### src/rtl/dac_pkg.sv
// dac_pkg: shared definitions for the DAC transmit path.
//   - Bit positions of the two channels inside the 32-bit converter word.
//   - Streaming FSM state encoding and the underrun counter width.
//   - pack_word(): builds the converter word from one ch1/ch2 sample pair.
// Optional build macro: DAC_OFFSET_BINARY_EN. When it is defined, pack_word()
// inverts the MSB of each channel, converting two's complement to offset binary.
package dac_pkg;

    localparam int WORD_W     = 32;
    localparam int CH1_MSB    = 31;
    localparam int CH1_LSB    = 18;
    localparam int CH2_MSB    = 15;
    localparam int CH2_LSB    = 2;
    localparam int CH_W       = CH1_MSB - CH1_LSB + 1;
    localparam int UNDERRUN_W = 16;

    typedef enum logic [1:0] {
        IDLE  = 2'd0,
        PRIME = 2'd1,
        RUN   = 2'd2
    } state_t;

    // The pad bits [17:16] and [1:0] are always zero.
    function automatic logic [WORD_W-1:0] pack_word(input logic [CH_W-1:0] ch1,
                                                    input logic [CH_W-1:0] ch2);
        logic [CH_W-1:0] a;
        logic [CH_W-1:0] b;
        a = ch1;
        b = ch2;
`ifdef DAC_OFFSET_BINARY_EN
        a[CH_W-1] = ~a[CH_W-1];
        b[CH_W-1] = ~b[CH_W-1];
`endif
        pack_word                  = '0;
        pack_word[CH1_MSB:CH1_LSB] = a;
        pack_word[CH2_MSB:CH2_LSB] = b;
    endfunction

endpackage

### src/rtl/sync_fifo.sv
// sync_fifo: single-clock FIFO with a first-word-fall-through head.
// Ports:
//   clk, rst     clock and synchronous active-high reset
//   flush        synchronous clear of pointers and level (wins over push/pop)
//   push, wdata  write one word (caller guarantees !full)
//   pop          drop the head word (caller guarantees !empty)
//   head         word at the read pointer, valid while !empty
//   full, empty  occupancy flags
//   level        current occupancy, 0..DEPTH
// DEPTH must be a power of two (at least 2), so pointers wrap naturally.
module sync_fifo #(
    parameter  int WIDTH = 32,
    parameter  int DEPTH = 8,
    localparam int AW    = $clog2(DEPTH),
    localparam int LW    = AW + 1
) (
    input  logic             clk,
    input  logic             rst,
    input  logic             flush,
    input  logic             push,
    input  logic [WIDTH-1:0] wdata,
    input  logic             pop,
    output logic [WIDTH-1:0] head,
    output logic             full,
    output logic             empty,
    output logic [LW-1:0]    level
);

    logic [WIDTH-1:0] mem [DEPTH];
    logic [AW-1:0]    wr_ptr;
    logic [AW-1:0]    rd_ptr;

    // Storage needs no reset: it is only read while level is non-zero.
    always_ff @(posedge clk) begin
        if (push && !flush && !rst)
            mem[wr_ptr] <= wdata;
    end

    always_ff @(posedge clk) begin
        if (rst || flush) begin
            wr_ptr <= '0;
            rd_ptr <= '0;
            level  <= '0;
        end else begin
            if (push) wr_ptr <= wr_ptr + 1'b1;
            if (pop)  rd_ptr <= rd_ptr + 1'b1;
            case ({push, pop})
                2'b10:   level <= level + 1'b1;
                2'b01:   level <= level - 1'b1;
                default: level <= level;
            endcase
        end
    end

    assign head  = mem[rd_ptr];
    assign full  = (level == LW'(DEPTH));
    assign empty = (level == '0);

endmodule

### src/rtl/dac_interface.sv
// dac_interface: buffers paired DAC samples and streams them as 32-bit
// converter words on an AXI-Stream master.
// Ports:
//   clk_design, rst     clock and synchronous active-high reset
//   en                  stream enable; low flushes everything back to IDLE
//   dac_ch1, dac_ch2    two's complement samples, qualified by sample_valid
//   sample_valid/ready  producer handshake (ready is combinational)
//   mDataAxisTdata/Tvalid/Tready   AXI-Stream master toward the DAC
//   fifo_level          current FIFO occupancy
//   underrun_cnt        saturating count of beats sent with an empty FIFO
// Optional build macro: DAC_OFFSET_BINARY_EN (offset-binary packing, see dac_pkg).
module dac_interface
    import dac_pkg::*;
#(
    parameter  int DATA_W      = 14,
    parameter  int FIFO_DEPTH  = 8,
    parameter  int PRIME_LEVEL = 2,
    localparam int LVL_W       = $clog2(FIFO_DEPTH) + 1
) (
    input  logic                  clk_design,
    input  logic                  rst,
    input  logic                  en,
    input  logic [DATA_W-1:0]     dac_ch1,
    input  logic [DATA_W-1:0]     dac_ch2,
    input  logic                  sample_valid,
    output logic                  sample_ready,
    output logic [WORD_W-1:0]     mDataAxisTdata,
    output logic                  mDataAxisTvalid,
    input  logic                  mDataAxisTready,
    output logic [LVL_W-1:0]      fifo_level,
    output logic [UNDERRUN_W-1:0] underrun_cnt
);

    state_t            state;
    logic              fifo_full;
    logic              fifo_empty;
    logic [WORD_W-1:0] fifo_head;
    logic              push;
    logic              pop;
    logic              flush;
    logic              primed;

    assign sample_ready = en && (state != IDLE) && !fifo_full;
    assign push         = sample_valid && sample_ready;
    assign flush        = !en || (state == IDLE);
    assign primed       = (fifo_level >= LVL_W'(PRIME_LEVEL));

    // Pops happen only when the FSM below loads the head into tdata.
    // tvalid is always 1 in RUN, so tready alone marks a beat there.
    assign pop = en && (((state == PRIME) && primed) ||
                        ((state == RUN) && mDataAxisTready && !fifo_empty));

    sync_fifo #(
        .WIDTH (WORD_W),
        .DEPTH (FIFO_DEPTH)
    ) u_fifo (
        .clk   (clk_design),
        .rst   (rst),
        .flush (flush),
        .push  (push),
        .wdata (pack_word(dac_ch1, dac_ch2)),
        .pop   (pop),
        .head  (fifo_head),
        .full  (fifo_full),
        .empty (fifo_empty),
        .level (fifo_level)
    );

    always_ff @(posedge clk_design) begin
        if (rst) begin
            state           <= IDLE;
            mDataAxisTdata  <= '0;
            mDataAxisTvalid <= 1'b0;
            underrun_cnt    <= '0;
        end else if (!en) begin
            // Underrun history survives an enable drop; only rst clears it.
            state           <= IDLE;
            mDataAxisTdata  <= '0;
            mDataAxisTvalid <= 1'b0;
        end else begin
            case (state)
                IDLE: begin
                    mDataAxisTdata  <= '0;
                    mDataAxisTvalid <= 1'b0;
                    state           <= PRIME;
                end
                PRIME: begin
                    if (primed) begin
                        mDataAxisTdata  <= fifo_head;
                        mDataAxisTvalid <= 1'b1;
                        state           <= RUN;
                    end
                end
                RUN: begin
                    if (mDataAxisTready) begin
                        if (!fifo_empty)
                            mDataAxisTdata <= fifo_head;
                        // Empty: the last word goes out again and is counted.
                        else if (underrun_cnt != {UNDERRUN_W{1'b1}})
                            underrun_cnt <= underrun_cnt + 1'b1;
                    end
                end
                default: begin
                    state           <= IDLE;
                    mDataAxisTdata  <= '0;
                    mDataAxisTvalid <= 1'b0;
                end
            endcase
        end
    end

endmodule

### config.mk
export PLATFORM = sky130hd
export DESIGN_NAME = dac_interface
export DESIGN_NICKNAME = d
export VERILOG_FILES = /design/src/rtl/dac_pkg.sv /design/src/rtl/sync_fifo.sv /design/src/rtl/dac_interface.sv
export SDC_FILE = /design/constraint.sdc
export NUM_CORES = 1
export LEC_CHECK = 0
export ABC_AREA = 1
export CAP_MARGIN = 20
export CELL_PAD_IN_SITES_DETAIL_PLACEMENT = 0
export CELL_PAD_IN_SITES_GLOBAL_PLACEMENT = 2
export CORE_MARGIN = 5
export CORE_UTILIZATION = 38
export CTS_BUF_LIST = sky130_fd_sc_hd__clkbuf_4
export CTS_CLUSTER_DIAMETER = 30
export DETAILED_ROUTE_END_ITERATION = 7
export PLACE_DENSITY_LB_ADDON = 0.1
export SYNTH_ARGS = -nofsm -noshare
export SYNTH_HDL_FRONTEND = slang
export SYNTH_SLANG_ARGS = --single-unit
### constraint.sdc
create_clock -name clk_design -period 5.5 [get_ports clk_design]
set_input_delay 0.825 -clock clk_design [delete_from_list [all_inputs] [get_ports clk_design]]
set_output_delay 0.825 -clock clk_design [all_outputs]
set_load 0.01 [all_outputs]
==> results of run 1 <==
==> per-layer routing <==
layer  track usage  up-vias  part of all wire
met5             0        -           0.00043
met4       0.04917        2             0.013
met1        0.2154     4147              0.47
met3       0.04308       41             0.046
met2        0.2747      165              0.48
li1              -     4589                 -
==> critical path, stage by stage, from the launching register on <==
cell	delay, ns
dfxtp_1	0.38
inv_1	0.08
ha_1	0.23
inv_1	0.06
nand2_1	0.07
a31oi_1	0.20
clkdlybuf4s50_1	0.58
==> cell usage in the layout, fill, tap and decap left out, types with 3 or more instances in the layout <==
| cell | count |
|---|---|
| nand2_1 | 499 |
| inv_1 | 249 |
| edfxtp_1 | 224 |
| nand3_1 | 130 |
| clkbuf_4 | 126 |
| clkdlybuf4s50_1 | 82 |
| dfxtp_1 | 57 |
| a21oi_1 | 49 |
| nor2_1 | 37 |
| buf_4 | 11 |
| clkinv_2 | 10 |
| xor2_1 | 9 |
| ha_1 | 9 |
| clkinv_1 | 9 |
| nor2_4 | 8 |
| inv_2 | 6 |
| o21ai_0 | 6 |
| nand4_1 | 5 |
| nor3_2 | 4 |
| a21oi_2 | 4 |
| conb_1 | 4 |
| xnor2_1 | 3 |
| bufinv_16 | 3 |
==> power by group <==
group,internal [mW],leakage [nW],switching [mW],total [mW]
Combinational,0.0346,3.24,0.0631,0.0977
Sequential,2.31,2.49,0.00270,2.31
Clock,1.19,0.680,0.878,2.07
Total,3.53,6.41,0.944,4.48
==> cell type report <==
type | count | area share
Sequential cell | 283 | 0.5299
Multi-Input combinational cell | 778 | 0.2315
Inverter | 254 | 0.06393
Clock buffer | 126 | 0.06334
Timing Repair Buffer | 94 | 0.06234
Tap cell | 442 | 0.03703
Clock inverter | 23 | 0.01181
Antenna cell | 1 | 0.0001676
==> through the flow <==
step	hold WS (ns)	worst slack [ns]	cell area, um^2	power, mW
after global routing	0.4834	2.102	14930	4.683
final	0.4641	2.423	14930	4.476
after global placement	0.4567	1.895	13780	2.457
after CTS	0.4662	2.316	14900	4.556
after detailed placement	0.4556	1.870	13780	2.458
after floorplan	0.4627	0.8744	12570	2.397
==> synthesized netlist by cell type, types with 2 or more instances <==
library cell / number / area share
ha_1: 9 / 0.0090
buf_6: 5 / 0.0045
clkbuf_1: 21 / 0.0063
o21ai_0: 6 / 0.0024
dfxtp_1: 59 / 0.094
nor2_1: 40 / 0.012
a21oi_1: 49 / 0.020
inv_2: 3 / 0.00090
nand3_1: 130 / 0.052
buf_2: 17 / 0.0068
nand3_2: 2 / 0.0016
xnor2_1: 3 / 0.0021
nor2_4: 5 / 0.0045
nor3_1: 4 / 0.0016
edfxtp_1: 224 / 0.54
xor2_1: 9 / 0.0063
nand2_1: 499 / 0.15
buf_4: 7 / 0.0042
nand3b_1: 2 / 0.0012
nand4_1: 5 / 0.0025
inv_1: 251 / 0.075
a21oi_2: 4 / 0.0028
buf_1: 7 / 0.0021
==> worst paths after layout <==
kind	start	endpoint	slack, ns	cells after the start
max	mDataAxisTvalid	sample_ready	2.42	6
min	mDataAxisTdata[25]	mDataAxisTdata[25]	0.46	2
max reg2reg	state[0]	mDataAxisTdata[26]	2.56	8
min reg2reg	mDataAxisTdata[25]	mDataAxisTdata[25]	0.46	2
==> cell families after synthesis <==
logic type | count (synthesis)
other | 1
AOI/OAI and AO/OA | 61
buffers and inverters | 312
xor gates and xnor gates | 12
and+or+nand+nor | 692
DFF | 283
adders and majority gates | 9
==> state kept, by name, summed over array words and instances (netlist names), named ones only <==
| signal | count |
|---|---|
| u_fifo.mem | 224 |
| mDataAxisTdata | 28 |
| underrun_cnt | 16 |
| u_fifo.level | 4 |
| u_fifo.rd_ptr | 3 |
| u_fifo.wr_ptr | 3 |
| mDataAxisTvalid | 1 |
| state | 1 |
==> impl_results.md, run 1 <==
* Final Wtd Congestion at 0.7534
* Placed Cells at between 1,500 and 2,000
* Die H at 191.8 um
* Main combinational cell family by area after synthesis: simple AND/OR/NAND/NOR gates
* Post-synth EDFFs at 224
* Starting density of the core at 0.3851
* PD cells at around 300 nW/um^2
* Clock transition at path regs at 0.06 ns
* CP Capture Type: output port
* Num CTS Buffers at 83
* Unrepaired setup endpoints after global routing: no
* Synth unique cells at 32
* Worst skew pair latency at ~0.66 ns
* Crit path time final at 3.077 ns
* Area of the multi-input gates at ~3500 um^2
* Layout fillers at 3,235
* I/O Buffers at 82
* Mapped cell area at 12,560 um^2
* Synth-to-layout area growth at 18.87%
* Root Buffer: clkbuf_4
* Worst hold path class: reg -> reg
* Via count of the first global-routing pass at 8,817
* Synth Area in Adders at 0.008964
* Most used DFF post-synth: edfxtp_1
* Achievable Freq at 325.0 MHz
* Pleak at 6.414 nW
* Post-route insts no fill at 2,001
* Top Ports at 87
* Layout Skew at roughly 0.032 ns
* Synth warn at 0
* First-pass GRT wire length at 47,600 um
* Final setup violation count at 0
* Hold_buf cts at 0
* Final Core Density at 0.4578
* Ys async rst share at 0
* Antenna-violating nets left at 0
* Via density per instance at 4.470
* Initial antenna violation count at 2
* Rows at 66
* Detail Placement HPWL at 16,490 um
* Final hold violation count at 0
* CP required at roughly 4.7 ns
* Post-synthesis compound-gate area fraction at 0.02590
* Crit share post-route at 0.5594
* Synth Instances at about 1,400
* Crit Path Category: reg -> out
* Core area at 32,620 um^2
* Seq/Total Area, Yosys at 0.6295
* Post-CTS Setup Bufs at 0
* Largest net degree at the start of global routing at 80
* Startpoint types: flop
* Outcome: finished, final reports clean
* CTS tree: done
* # H-tree levels at 3
* Worst-path fanout max at 4
* Fraction of layout cells with a size suffix above 1 at 0.1168
* Via count at just under 9,000
* Wirelength per Cell at 15.06 um
* Longest Clk Path Bufs at 3
* VDD IR max at 143.1 uV
* Reg area at 7913 um^2
* Max cap viols at 0
* Slew Viols, Final at 0
* Post-route setup TNS at 0 ns
* Total global routing overflow at 0
* # nets final at 1,536
* 1st-iter DRT viols at 328
* Post-synthesis mux area share at 0
* Clk sinks at 283
* Avg Inst Size Synth at 9.169 um^2
* DR pass1 iterations at 5
* Drt drc at 0
* PostCTS Resize Cnt at 0
* Die area at 36,790 um^2
* Simple-gate share of the synthesized area at 0.2269
* Register bit total from synthesis at ~280
* Relative slew slack at 0.3205
* Worst EP arrival at about 2.3 ns
* Die X at 191.8 um
* Final WL at 30,140 um
* Post-Synth XOR/XNOR Area at 0.008367
* Worst-Margin Slew at roughly 1 ns
* Tot GR Track Use at 0.1660
No activity file was read; power rests on OpenSTA's default activity.
==> inputs of run 2 (changes only) <==
CORE_UTILIZATION = 35   (was 38)
clock period = 2.8 ns   (was 5.5 ns; I/O delays follow)
==> impl_results.md, run 2 (synthesized netlist as in run 1, its figures left out) <==
* Antenna-violating nets left at 0
* Fraction of layout cells with a size suffix above 1 at 0.1209
* # H-tree levels at 3
* Top Ports at 87
* Hold_buf cts at 0
* Total global routing overflow at 0
* Commonest non-fill, non-tap cell in the layout: nand2_1
* Largest registers: u_fifo.mem (224), mDataAxisTdata (28), underrun_cnt (16)
* R2r setup slk at 0.64 ns
* CP required at 2.38 ns
* Worst hold path class: in -> reg
* Die area at between 30,000 and 40,000 um^2
* Max FFs per register at 224
* Clock transition at path regs at ~0.06 ns
* CTS tree: done
* Critical path endpoint: sample_ready
* Crit path time final at between 2 and 2.5 ns
* Slew Viols, Final at 0
* Crit Path Category: reg -> out
* Worst-path fanout max at 4
* Starting density of the core at 0.3540
* Crit share post-route at 0.8217
* RR Endpoint: u_fifo.level[2]
* Worst-path cell chain: inv_1 > ha_1 > inv_1 > nand2_1 > a31oi_1 > dlymetal6s2s_1
* Via count at approximately 9,000
* Synth-to-layout area growth at 20.33%
* CP Capture Type: output port
* Final Wtd Congestion at 0.7289
* Setup WS post-layout at 0.4994 ns
* Origin of the critical flop-to-flop path: mDataAxisTvalid
* Layout Skew at 0.02310 ns
* Initial antenna violation count at 3
* Largest net degree at the start of global routing at 113
* Max cap viols at 0
* I/O Buffers at 82
* Relative slew slack at 0.4049
* Most frequent cells in the layout: 499 x nand2_1, 249 x inv_1, 224 x edfxtp_1
* Placed Cells at 1,877
* Worst setup path startpoint: mDataAxisTvalid
* Crit path top cell by count: inv_1
* Worst path max stage delay at 0.37 ns
* Worst-Margin Slew at 0.8905 ns
* Worst skew pair latency at ~0.71 ns
* Hold Path Cell Cnt at 5
* Rows at 69
* Startpoint types: flop
* Via density per instance at 4.408
* Detail Placement HPWL at 17,790 um
* Outcome: finished, final reports clean
* VDD IR max at 243.3 uV
* Worst EP arrival at roughly 1.9 ns
* Post-CTS Setup Bufs at 0
* Core area at ~35,000 um^2
* Die H at approximately 200 um
* Die X at 199.5 um
* Final WL at 31,580 um
* Critical path's slowest cell: dfxtp_1
* Final hold violation count at 0
* Pre-CTS setup slack at 0.3533 ns
* Tot GR Track Use at 0.1634
* Unrepaired setup endpoints after global routing: no
* Wirelength per Cell at ~16 um
* Root Buffer: clkbuf_4
* Final setup violation count at 0
* Via count of the first global-routing pass at between 9,000 and 10,000
* # nets final at 1,546
* First-pass GRT wire length at about 50,000 um
* Num CTS Buffers at 86
* Drt drc at 0
* PostCTS Resize Cnt at 0
* PD cells at 569.0 nW/um^2
* DR pass1 iterations at 5
* Achievable Freq at between 400 and 500 MHz
* Longest Clk Path Bufs at 3
* Reg with most FFs: u_fifo.mem
* R2R depth at 14
* Clk sinks at between 200 and 300
* Pleak at about 6.5 nW
* 1st-iter DRT viols at 357
* Post-route insts no fill at 2,034
[run 2: cell types whose count changed in the layout (fill, tap and decap cells not counted), moves of 4 or more]
| cell | before | now |
|---|---|---|
| buf_12 | 0 | 11 |
| clkinv_1 | 9 | 14 |
| nor3_4 | 0 | 4 |
| nor3_2 | 4 | 0 |
[run 2: area by class of cell]
type                            instances  area [um^2]
Multi-Input combinational cell        778         3491
Clock inverter                         27        111.4
Fill cell                            3619        20370
Sequential cell                       283         7913
Tap cell                              461        576.8
Timing Repair Buffer                  101         1104
Antenna cell                            2        5.005
Inverter                              254        954.7
Clock buffer                          128        960.9
[run 2: worst min path at each step]
stage / end / start
final: mDataAxisTvalid / en
after global routing: mDataAxisTvalid / en
after CTS: mDataAxisTvalid / en
after detailed placement: mDataAxisTdata[15] / mDataAxisTdata[15]
after global placement: mDataAxisTdata[20] / mDataAxisTdata[20]
after floorplan: u_fifo.wr_ptr[0] / u_fifo.wr_ptr[0]
[run 2: layer usage]
metal | routed length, um | track usage
met4 | 734 | 0.05585
met1 | 13900 | 0.2037
met3 | 1451 | 0.04080
met2 | 15480 | 0.2784
met5 | 11 | 0
[run 2: per-stage QoR]
| stage | util | power (mW) | hold slack (ns) | area [um^2] | TNS (ns) |
|---|---|---|---|---|---|
| CTS | 0.4258 | 8.778 | 0.3405 | 15110 | 0 |
| finish | 0.4260 | 8.600 | 0.4296 | 15120 | 0 |
| global placement | 0.3956 | 4.841 | 0.4563 | 14040 | 0 |
| floorplan | - | 4.710 | 0.4627 | 12610 | -11.32 |
| detailed placement | 0.3956 | 4.843 | 0.4563 | 14040 | 0 |
| global route | 0.4260 | 9.041 | 0.3803 | 15120 | 0 |
[run 2: critical path, delay by kind of cell (launching register included)]
kind,cells,cell delay [ns]
compound gates,1,0.20
fa+ha+maj,1,0.21
buf+inv,3,0.32
flops,1,0.37
simple gates,1,0.07
[run 2: power by group]
part	internal [mW]	total (mW)	switching, mW
Clock	2.09	3.85	1.76
Sequential	4.54	4.54	0.00475
Combinational	0.0711	0.203	0.132
==> edit (config.mk and constraints of run 2) <==
Add a define of `DAC_OFFSET_BINARY_EN`.
--- a/src/rtl/dac_pkg.sv
+++ b/src/rtl/dac_pkg.sv
@@ -5,4 +5,6 @@
 // Optional build macro: DAC_OFFSET_BINARY_EN. When it is defined, pack_word()
 // inverts the MSB of each channel, converting two's complement to offset binary.
+`define DAC_OFFSET_BINARY_EN
+
 package dac_pkg;
 
Function: no difference found for any inputs over 4 cycles, from zero or initial values and one cycle with rst high; that may be too few to reach the edited logic, so the function may still have changed.
==> edit against run 2 <==
- register-to-register slack worse by 140 ps
- sequential cell count stayed put
- worst setup slack worse by 1.5 ps
- non-clock buffer count is 3 higher
- routed wire length is 0.20% lower
- synthesized cell count hardly changed
- count of clock-buffer cells in the layout is 7 lower
- total power is 3.1% higher
- final cell count is 0.64% higher
- area after synthesis is 3.3% higher
- design area is 3.0% higher
- critical endpoint is now u_fifo.mem[3][13]
- largest cell class unchanged
==> edit: results (changes against run 2) <==
----------------------------------------------------
[Global route]
  Number of antenna violations at the first check in global routing ... 2 (-1)
  GR Util All Layers ... 15.7% (-0.67 points)
  GRT met2 Usage ... 26.5% (-1.4 points)
  Met1 track demand over resource in global routing ... 19.5% (-0.82 points)
  Global-route wire length before repair ... 50600 um (+0.73%)
  Vias in the first global route ... 9363 (+0.70%)

[Synthesis]
  Mean post-synth cell area ... 9.48 um2 (+3.4%)
  Dominant cells by area after synthesis ... sky130_fd_sc_hd__edfxtp_1, sky130_fd_sc_hd__nand2_1, sky130_fd_sc_hd__dfxtp_1
  Top cell types by occurrence after synthesis ... sky130_fd_sc_hd__nand2_1, sky130_fd_sc_hd__inv_1, sky130_fd_sc_hd__edfxtp_1
  Sequential-to-total area share from yosys stat ... 60.9% (-2.0 points)

[Clock tree]
  Insertion delay of the later-clocked pin in the worst-skew pair ... 730 ps (+20 ps)
  Clock buffers created by TritonCTS ... 85 (-1.2%)

[Drt]
  Per-cell routed wire length ... 15.4 um (-0.83%)
  Iter 0 DRT Violations ... 342 (-4.2%)
  Routed via count ... 8995 (+0.32%)

[Finish]
  Share of layout cells above drive strength 1 ... 16.0% (+3.9 points)

[Power and ir drop]
  Max VDD drop ... 234 uV (-3.8%)
  Fraction of power consumed by sequential logic ... 51.3% (-1.5 points)

[Worst setup path]
  Top Family by Delay on Critical Path ... simple AND/OR/NAND/NOR gates
  Number of cells on the worst reg-to-reg path ... 9 (-5)
  Worst EP arrival ... 2670 ps (+790 ps)

[Placement]
  Placed standard-cell area ... 14400 um2 (+2.7%)
  Gpl congestion ... 0.744 (+2.1%)

[Timing]
  Clock Skews ... 59.4 ps (+36.3 ps)

[Run status]
  Outcome ... completed

[Min path]
  Cells on Worst Hold Path ... 1 (-4)

----------------------------------------------------
edit: cell type report:
type                       count  area, um2
multi-input combinational    776       3830
clock buffer                 121        908
sequential                   283       7910
inverter                     256        965
clock inverter                38        243
timing repair buffer         104       1130
antenna                        1       2.50
fill                        3644      21000
tap                          468        586
edit: path summary, 6_finish.rpt:
check               startpoint                 to  slack, ps
max            mDataAxisTvalid  u_fifo.mem[3][13]        500
min                 dac_ch2[3]   u_fifo.mem[0][3]        450
max reg2reg    mDataAxisTvalid  u_fifo.mem[3][13]        500
min reg2reg  mDataAxisTdata[2]  mDataAxisTdata[2]        460
edit: kinds of logic after synthesis:
family	count (synthesis)	synth area share [%]
other	1	0.0289
AO/OA/AOI/OAI	60	3.24
XOR/XNOR	12	0.810
buffers and inverters	313	10.0
adder cells (fa/ha/maj)	9	0.868
AND/OR/NAND/NOR	691	24.1
flip-flops	283	60.9
edit: per-layer routing:
metal	wire length (um)	share of wire, %
met5	13	0.041
met4	594	1.9
met3	1540	4.9
met2	15200	48
met1	14200	45
